### src/rtl/md_hilo_unit.sv
// md_hilo_unit: HI/LO register file with a single-cycle 32x32 multiplier
// and a 32-cycle radix-2 restoring divider. Divides stall the pipeline
// for the issue cycle plus 32 iteration cycles, then retire in DONE.
module md_hilo_unit (
  input  logic        clk,
  input  logic        rst_n,
  input  logic [3:0]  choice_md,    // {div, divu, mul, multu}
  input  logic [4:0]  choice_hilo,  // {mfhi, mflo, mthi, mtlo, md_wr}
  input  logic [31:0] rs_data,
  input  logic [31:0] rt_data,
  output logic        stall,
  output logic [31:0] hilo_rdata,
  output logic [31:0] mul_out,
  output logic        div_done,
  output logic [31:0] hi,
  output logic [31:0] lo
);

  typedef enum logic [1:0] {
    S_IDLE = 2'd0,
    S_BUSY = 2'd1,
    S_DONE = 2'd2
  } state_e;

  state_e      state_q, state_d;
  logic [31:0] hi_q, hi_d;
  logic [31:0] lo_q, lo_d;
  logic [4:0]  cnt_q, cnt_d;
  // Divider datapath: partial remainder, dividend/quotient shift register,
  // divisor magnitude, and the result sign flags latched at issue.
  logic [31:0] rem_q, rem_d;
  logic [31:0] quo_q, quo_d;
  logic [31:0] dvs_q, dvs_d;
  logic        negq_q, negq_d;
  logic        negr_q, negr_d;

  // Opcode decode
  logic op_div, op_divu, op_multu;
  logic op_mfhi, op_mflo, op_mthi, op_mtlo;

  assign op_div   = choice_md[3];
  assign op_divu  = choice_md[2];
  assign op_multu = choice_md[0];
  assign op_mfhi  = choice_hilo[4];
  assign op_mflo  = choice_hilo[3];
  assign op_mthi  = choice_hilo[2];
  assign op_mtlo  = choice_hilo[1];

  // mul needs no state of its own and md_wr is only meaningful to the
  // control unit; both are intentionally not consumed here.
  logic unused_ctrl;
  assign unused_ctrl = choice_md[1] ^ choice_hilo[0];

  // Operand magnitudes for signed divide; divu uses raw values.
  // div has priority over divu when both are asserted.
  logic [31:0] rs_abs, rt_abs;
  logic        rt_zero;

  assign rs_abs  = (op_div && rs_data[31]) ? (32'd0 - rs_data) : rs_data;
  assign rt_abs  = (op_div && rt_data[31]) ? (32'd0 - rt_data) : rt_data;
  assign rt_zero = (rt_data == 32'd0);

  // Low 32 bits of a product are identical for signed and unsigned
  // operands, so the signed mul result needs no sign handling.
  assign mul_out = rs_data * rt_data;

  logic [63:0] umul;
  assign umul = {32'd0, rs_data} * {32'd0, rt_data};

  // One restoring step: shift in the next dividend bit, trial-subtract
  // the divisor, keep the difference when it does not go negative.
  logic [32:0] rem_sh, diff;
  logic        take;
  logic [31:0] rem_nx, quo_nx;
  logic [31:0] q_fix, r_fix;

  assign rem_sh = {rem_q, quo_q[31]};
  assign diff   = rem_sh - {1'b0, dvs_q};
  assign take   = ~diff[32];
  assign rem_nx = take ? diff[31:0] : rem_sh[31:0];
  assign quo_nx = {quo_q[30:0], take};
  // Quotient truncates toward zero; remainder follows the dividend sign.
  assign q_fix  = negq_q ? (32'd0 - quo_nx) : quo_nx;
  assign r_fix  = negr_q ? (32'd0 - rem_nx) : rem_nx;

  // Next-state, stall and completion decode
  always_comb begin
    state_d  = state_q;
    hi_d     = hi_q;
    lo_d     = lo_q;
    cnt_d    = cnt_q;
    rem_d    = rem_q;
    quo_d    = quo_q;
    dvs_d    = dvs_q;
    negq_d   = negq_q;
    negr_d   = negr_q;
    stall    = 1'b0;
    div_done = 1'b0;

    case (state_q)
      S_IDLE: begin
        if (op_div || op_divu) begin
          stall = 1'b1;
          if (rt_zero) begin
            // Divide by zero resolves immediately, no iterations.
            hi_d    = rs_data;
            lo_d    = 32'hFFFF_FFFF;
            state_d = S_DONE;
          end else begin
            quo_d   = rs_abs;
            dvs_d   = rt_abs;
            rem_d   = 32'd0;
            cnt_d   = 5'd0;
            negq_d  = op_div & (rs_data[31] ^ rt_data[31]);
            negr_d  = op_div & rs_data[31];
            state_d = S_BUSY;
          end
        end else if (op_multu) begin
          hi_d = umul[63:32];
          lo_d = umul[31:0];
        end else begin
          if (op_mthi) hi_d = rs_data;
          if (op_mtlo) lo_d = rs_data;
        end
      end
      S_BUSY: begin
        stall = 1'b1;
        rem_d = rem_nx;
        quo_d = quo_nx;
        cnt_d = cnt_q + 5'd1;
        if (cnt_q == 5'd31) begin
          hi_d    = r_fix;
          lo_d    = q_fix;
          state_d = S_DONE;
        end
      end
      S_DONE: begin
        // The retiring divide is still on choice_md; do not reissue.
        div_done = 1'b1;
        state_d  = S_IDLE;
      end
      default: state_d = S_IDLE;
    endcase

    // While reset is held, the unit presents an idle, non-stalling face.
    if (!rst_n) begin
      stall    = 1'b0;
      div_done = 1'b0;
    end
  end

  // State and register update; reset discards any partial divide.
  always_ff @(posedge clk) begin
    if (!rst_n) begin
      state_q <= S_IDLE;
      hi_q    <= 32'd0;
      lo_q    <= 32'd0;
      cnt_q   <= 5'd0;
      rem_q   <= 32'd0;
      quo_q   <= 32'd0;
      dvs_q   <= 32'd0;
      negq_q  <= 1'b0;
      negr_q  <= 1'b0;
    end else begin
      state_q <= state_d;
      hi_q    <= hi_d;
      lo_q    <= lo_d;
      cnt_q   <= cnt_d;
      rem_q   <= rem_d;
      quo_q   <= quo_d;
      dvs_q   <= dvs_d;
      negq_q  <= negq_d;
      negr_q  <= negr_d;
    end
  end

  assign hi = hi_q;
  assign lo = lo_q;

  // Register read port: no bypass of a same-cycle mthi/mtlo.
  assign hilo_rdata = op_mfhi ? hi_q : (op_mflo ? lo_q : 32'd0);

endmodule

### config.mk
export PLATFORM = sky130hd
export DESIGN_NAME = md_hilo_unit
export DESIGN_NICKNAME = d
export VERILOG_FILES = /design/src/rtl/md_hilo_unit.sv
export SDC_FILE = /design/constraint.sdc
export NUM_CORES = 2
export LEC_CHECK = 0
export CORE_ASPECT_RATIO = 1.75
export CORE_MARGIN = 2
export CORE_UTILIZATION = 30
export CTS_CLUSTER_SIZE = 30
export DETAILED_ROUTE_END_ITERATION = 12
export PLACE_DENSITY = 0.57
export SYNTH_ARGS = -nofsm -noshare
export SYNTH_HDL_FRONTEND = slang
export SYNTH_SLANG_ARGS = --single-unit
### constraint.sdc
create_clock -name clk -period 32.6 [get_ports clk]
set_clock_uncertainty 0.15 [all_clocks]
set_input_delay 6.52 -clock clk [delete_from_list [all_inputs] [get_ports clk]]
set_output_delay 6.52 -clock clk [all_outputs]
set_load 0.02 [all_outputs]
# Word-level counts from Yosys, hierarchy flattened
# Cells that the tools add are included.
# op_classes
n_bitwise,5
muxes,37
addsub,6
n_mul,2
eq_ne,9
n_reduce_logical,11
# op_table
operator,count
32-bit 2-to-1 mux,21
32-bit one-hot mux with 2 select lines,4
"1-bit by 32-bit subtractor with 32-bit output, first input constant",4
32-bit by 32-bit multiplier with 64-bit output,1
33-bit by 32-bit subtractor with 33-bit output,1
32-bit zero test,1
32-bit by 32-bit multiplier with 32-bit output,1
5-bit 2-to-1 mux,2
5-bit one-hot mux with 2 select lines,1
"4-bit inequality test, second input constant",2
4-bit AND reduction,2
2-bit 2-to-1 mux,3
"2-bit inequality test, second input constant",3
3-bit AND reduction,2
"5-bit by 1-bit adder with 5-bit output, second input constant",1
"5-bit equality test, second input constant",1
1-bit 2-to-1 mux,4
2-bit one-hot mux with 2 select lines,1
"3-bit inequality test, second input constant",1
1-bit bitwise AND,2
"2-bit by 1-bit equality test with 1-bit output, second input constant",1
"2-bit equality test, second input constant",1
1-bit logical AND,2
2-bit zero test,1
other kinds (6),7
# word_totals
register_bits,169
word_cells,79
output_inout_bits,130
inputBits,75

# Longest topological paths before layout
# logic_depth
ltp_word,6
depth_mapped,32

# Least setup slack after synthesis
# No wires, ideal clock.
# synth_path
kind,input port to output port
start,in rs_data[15]
end,out mul_out[26]
n_path_buf,2
t_arrival_ns,13.155
cell_stages,26
t_required_ns,25.930
slack_ns,12.775
cell_sequence,clkbuf_1 clkbuf_1 and2_1 fa_1 inv_1 fa_1 fa_1 fa_1 inv_1 fa_1 inv_1 fa_1 inv_1 fa_1 inv_1 fa_1 inv_1 ha_1 nand2_1 nor2b_1 nand3_1 o31ai_1 nand3_1 nand2_1 a221oi_1 xnor2_1
# synth_via
elab_chain_len,1
# synth_rtl
item,line,source
from (decl),9,"input logic [31:0] rs_data,"
32-bit by 32-bit multiplier with 32-bit output,65,assign mul_out = rs_data * rt_data;
to (decl),13,"output logic [31:0] mul_out,"
# Every way passes these cells.

# Worst setup path in the final report
# layout_path
start,in rt_data[9]
end,out mul_out[29]
# layout_via
elab_chain_len,1
# layout_rtl
item,line,source
from (decl),10,"input logic [31:0] rt_data,"
32-bit by 32-bit multiplier with 32-bit output,65,
# Every way passes these cells.

==> summary.md <==
| Metric | Value |
|---|---|
| Status | `finished, final reports clean` |
| I/O Buffers | `202` |
| XOR/XNOR share of the synthesized area | `0.0331` |
| Cells after Synth | `between 5000 and 6000` |
| Finished Cell Area | `a little over 0.05 mm2` |
| First-pass GRT wire length | `between 200 and 300 mm` |
| DRT Wirelength | `roughly 170 mm` |
| DR vias | `39600` |
| DP Area | `between 0.05 and 0.06 mm2` |
| Number of buffers created by CTS | `17` |
| Post-synthesis simple-gate area fraction | `0.190` |
| Die Wd | `~300 um` |
| CP Launch Type | `input pin` |
| CTS H-tree lvls | `4` |
| Crit path time final | `between 20 and 25 ns` |
| Maxcap violations | `0` |
| Critical Path AT | `~16 ns` |
| Number of flops mapped to enable cells by yosys | `0` |
| Worst-Margin Slew | `around 1.3 ns` |
| Die area | `0.159 mm2` |
| Setup violators final | `0` |
| Syn Nets | `6913` |
| Hold path depth | `2` |
| DRC viols | `0` |
| Post-synth ARST share | `0` |
| Flop2flop setup slack | `roughly 27 ns` |
| R2R Path End | `hi[28]$_SDFFE_PN0P_` |
| Synth warn | `0` |
| Die span in y | `527 um` |
| Placer Congestion | `about 0.98` |
| Worst reg2reg path depth | `22` |
| Crit-path max FO | `37` |
| CTS resizes | `0` |
| Synthesized area per cell | `8.30 um2` |
| Routed Antenna Nets | `0` |
| CP endpoint kind | `output port` |
| Register cell area after layout | `0.00338 mm2` |
| Wire per inst | `22.5 um` |
| Sink Count | `169` |
| HP Start | `dvs_q[30]$_SDFFE_PN0P_` |
| Bufs on Longest Clock Path | `2` |
| Starting density of the core | `0.302` |
| Mapped cell area | `around 0.047 mm2` |
| Post-synthesis cell type count | `96` |
| Vias per inst | `5.22` |
| Ys flop type | `dfxtp_1` |
| I/O pin count | `around 200` |
| TritonCTS clock tree | `done` |
| CTS root buf | `clkbuf_16` |
| Rel. slew slack | `0.118` |
| Initial antenna violation count | `6` |
| Hold Fails Final Rpt | `0` |
| Synth Area in Adders | `0.464` |
| Seq/Total Area, Yosys | `0.0722` |
| Share of layout cells above drive strength 1 | `0.0390` |
| Compound-cell area share of the yosys netlist | `0.114` |
| Area of the multi-input gates | `between 0.03 and 0.04 mm2` |
| Fill count | `between 15000 and 20000` |
| FP Rows | `around 190` |
| Share of the cycle needed by the critical path after routing | `0.683` |
| Grt ovf | `0` |
| Hold_buf cts | `0` |
| Top-area cell type share of the netlist area | `0.383` |
| GRT Resource Usage Total | `0.214` |
| Final TNS setup | `0 ns` |
| Largest net degree at the start of global routing | `65` |
| Critical Path RT | `25.93 ns` |
| Core area | `around 0.15 mm2` |
| Synth area leader | `fa_1` |
| Synth Register Bits | `approximately 170` |
| Hold Crit Class | `reg -> reg` |
| Reg2reg start | `quo_q[31]$_SDFFE_PN0P_` |
| FMAX | `44.9 MHz` |
| CTS clock-pin slew for the worst setup and hold paths | `0.07 ns` |
| Area contributors post-synth | `fa_1 38%, ha_1 8.1%, inv_1 7.6%` |
| Post-CTS setup buffers | `0` |
| RSZ-0062 raised after global routing | `false` |
| TritonRoute pass-1 iters | `5` |
| Max Slew Vio Count | `0` |
| Vias in the first global route | `roughly 42000` |
| Area delta synth->final | `8.85%` |
| Hold Path Sink | `dvs_q[30]$_SDFFE_PN0P_` |
| Layout net count | `around 6800` |
| Clock latency at the later pin of the worst-skew pair | `approximately 0.47 ns` |
| Iter 0 DRT Violations | `roughly 2500` |
| Post-DP HPWL | `between 100 and 150 mm` |
| Post-synthesis mux area share | `0.0168` |
| Combinational family with the most area after synthesis | `adder cells` |
| Critical path class | `in -> out` |
logic make-up (layout without fill, tap and decap cells):
group           count (synthesis)  count (layout)
flops                         169             169
other cells                     0               5
xor+xnor                      175             175
buf+inv                      1357            1276
compound gates                818             818
fa+ha+maj                    1199            1199
simple gates                 1846            1846
mux                            75              75
through the flow:
stage / utilization / setup slack (ns) / instances / hold WS, ns
global placement: 0.325 / 10.60 / 7552 / 0.293
detailed placement: 0.325 / 10.53 / 7552 / 0.302
floorplan: - / 12.78 / 5639 / 0.282
finish: 0.329 / 10.33 / 7589 / 0.309
global route: 0.329 / 10.28 / 7584 / 0.338
CTS: 0.329 / 10.50 / 7584 / 0.313
registers in the layout (all words and copies together) (netlist names):
name	flops
cnt_q	5
dvs_q	32
negq_q	1
negr_q	1
quo_q	32
lo	32
hi	32
state_q	2
rem_q	32
Yosys cell counts (21+ instances only):
master,instances
nor3_1,46
a211oi_1,67
nand2_1,811
nand2b_1,21
and2_1,520
a21oi_1,236
o211ai_1,47
a21o_1,55
xor2_1,85
ha_1,302
xnor2_1,89
or3_1,24
clkbuf_1,350
nand3_1,51
nand4_1,24
o21ai_0,167
buf_2,21
nor2_1,245
buf_1,31
o31ai_1,28
dfxtp_1,169
inv_1,953
fa_1,897
mux2i_1,52
worst max-delay path by stage:
| stage | start | endpoint | slack (ns) | cells past startpoint |
|---|---|---|---|---|
| 6_report | rt_data[9] | mul_out[29] | 10.33 | 22 |
| 2_1_floorplan | rs_data[15] | mul_out[26] | 12.78 | 26 |
| 4_1_cts | rt_data[9] | mul_out[29] | 10.50 | 22 |
| 5_1_grt | rt_data[2] | mul_out[30] | 10.28 | 23 |
| 3_3_place_gp | rt_data[9] | mul_out[29] | 10.60 | 22 |
| 3_5_place_dp | rt_data[9] | mul_out[29] | 10.53 | 22 |
cell type report:
class                      count  share of cell area
antenna                        5            0.000245
clock buffer                  20             0.00916
clock inverter                12             0.00179
inverter                     954              0.0704
multi-input combinational   4113               0.752
sequential                   169              0.0664
tap                         2026              0.0497
timing repair buffer         290              0.0499
routing by layer:
metal / GRT usage / part of all wire
met4: 0.131 / 0.073
met3: 0.0229 / 0.055
met2: 0.403 / 0.53
met5: 0 / 0.000053
met1: 0.223 / 0.34
cells in the final DEF (no fill, tap or decap), drive strengths merged, types with 10 or more instances in the layout:
cell,count
a211o,11
a211oi,68
a21o,55
a21oi,239
a221o,13
a221oi,10
a22oi,14
a31oi,21
and2,523
and3,19
buf,116
clkbuf,20
clkdlybuf4s50,174
dfxtp,169
fa,897
ha,302
inv,958
mux2,23
mux2i,52
nand2,811
nand2b,21
nand3,52
nand4,24
nor2,245
nor2b,12
nor3,47
nor4,17
o211ai,48
o21a,11
o21ai,180
o21bai,15
o31ai,29
o41ai,14
or2,12
or3,25
or4,14
xnor2,90
xor2,85
critical path, cell delays in order:
cell,delay (ns)
clkdlybuf4s50_1,0.47
buf_4,0.57
and2_1,0.25
fa_1,0.45
fa_1,0.54
inv_1,0.05
fa_1,0.56
fa_1,0.45
fa_1,0.59
inv_1,0.06
fa_1,0.47
fa_1,0.49
inv_1,0.05
fa_1,0.47
inv_1,0.04
ha_1,0.44
a21oi_1,0.58
o221ai_1,0.58
o211ai_1,0.64
nand2_1,0.14
xor2_1,0.43
clkdlybuf4s50_1,0.72
Power is left out: the tool's default activity adds up to more than one toggle a clock period on the data nets, which glitch-free logic cannot reach.
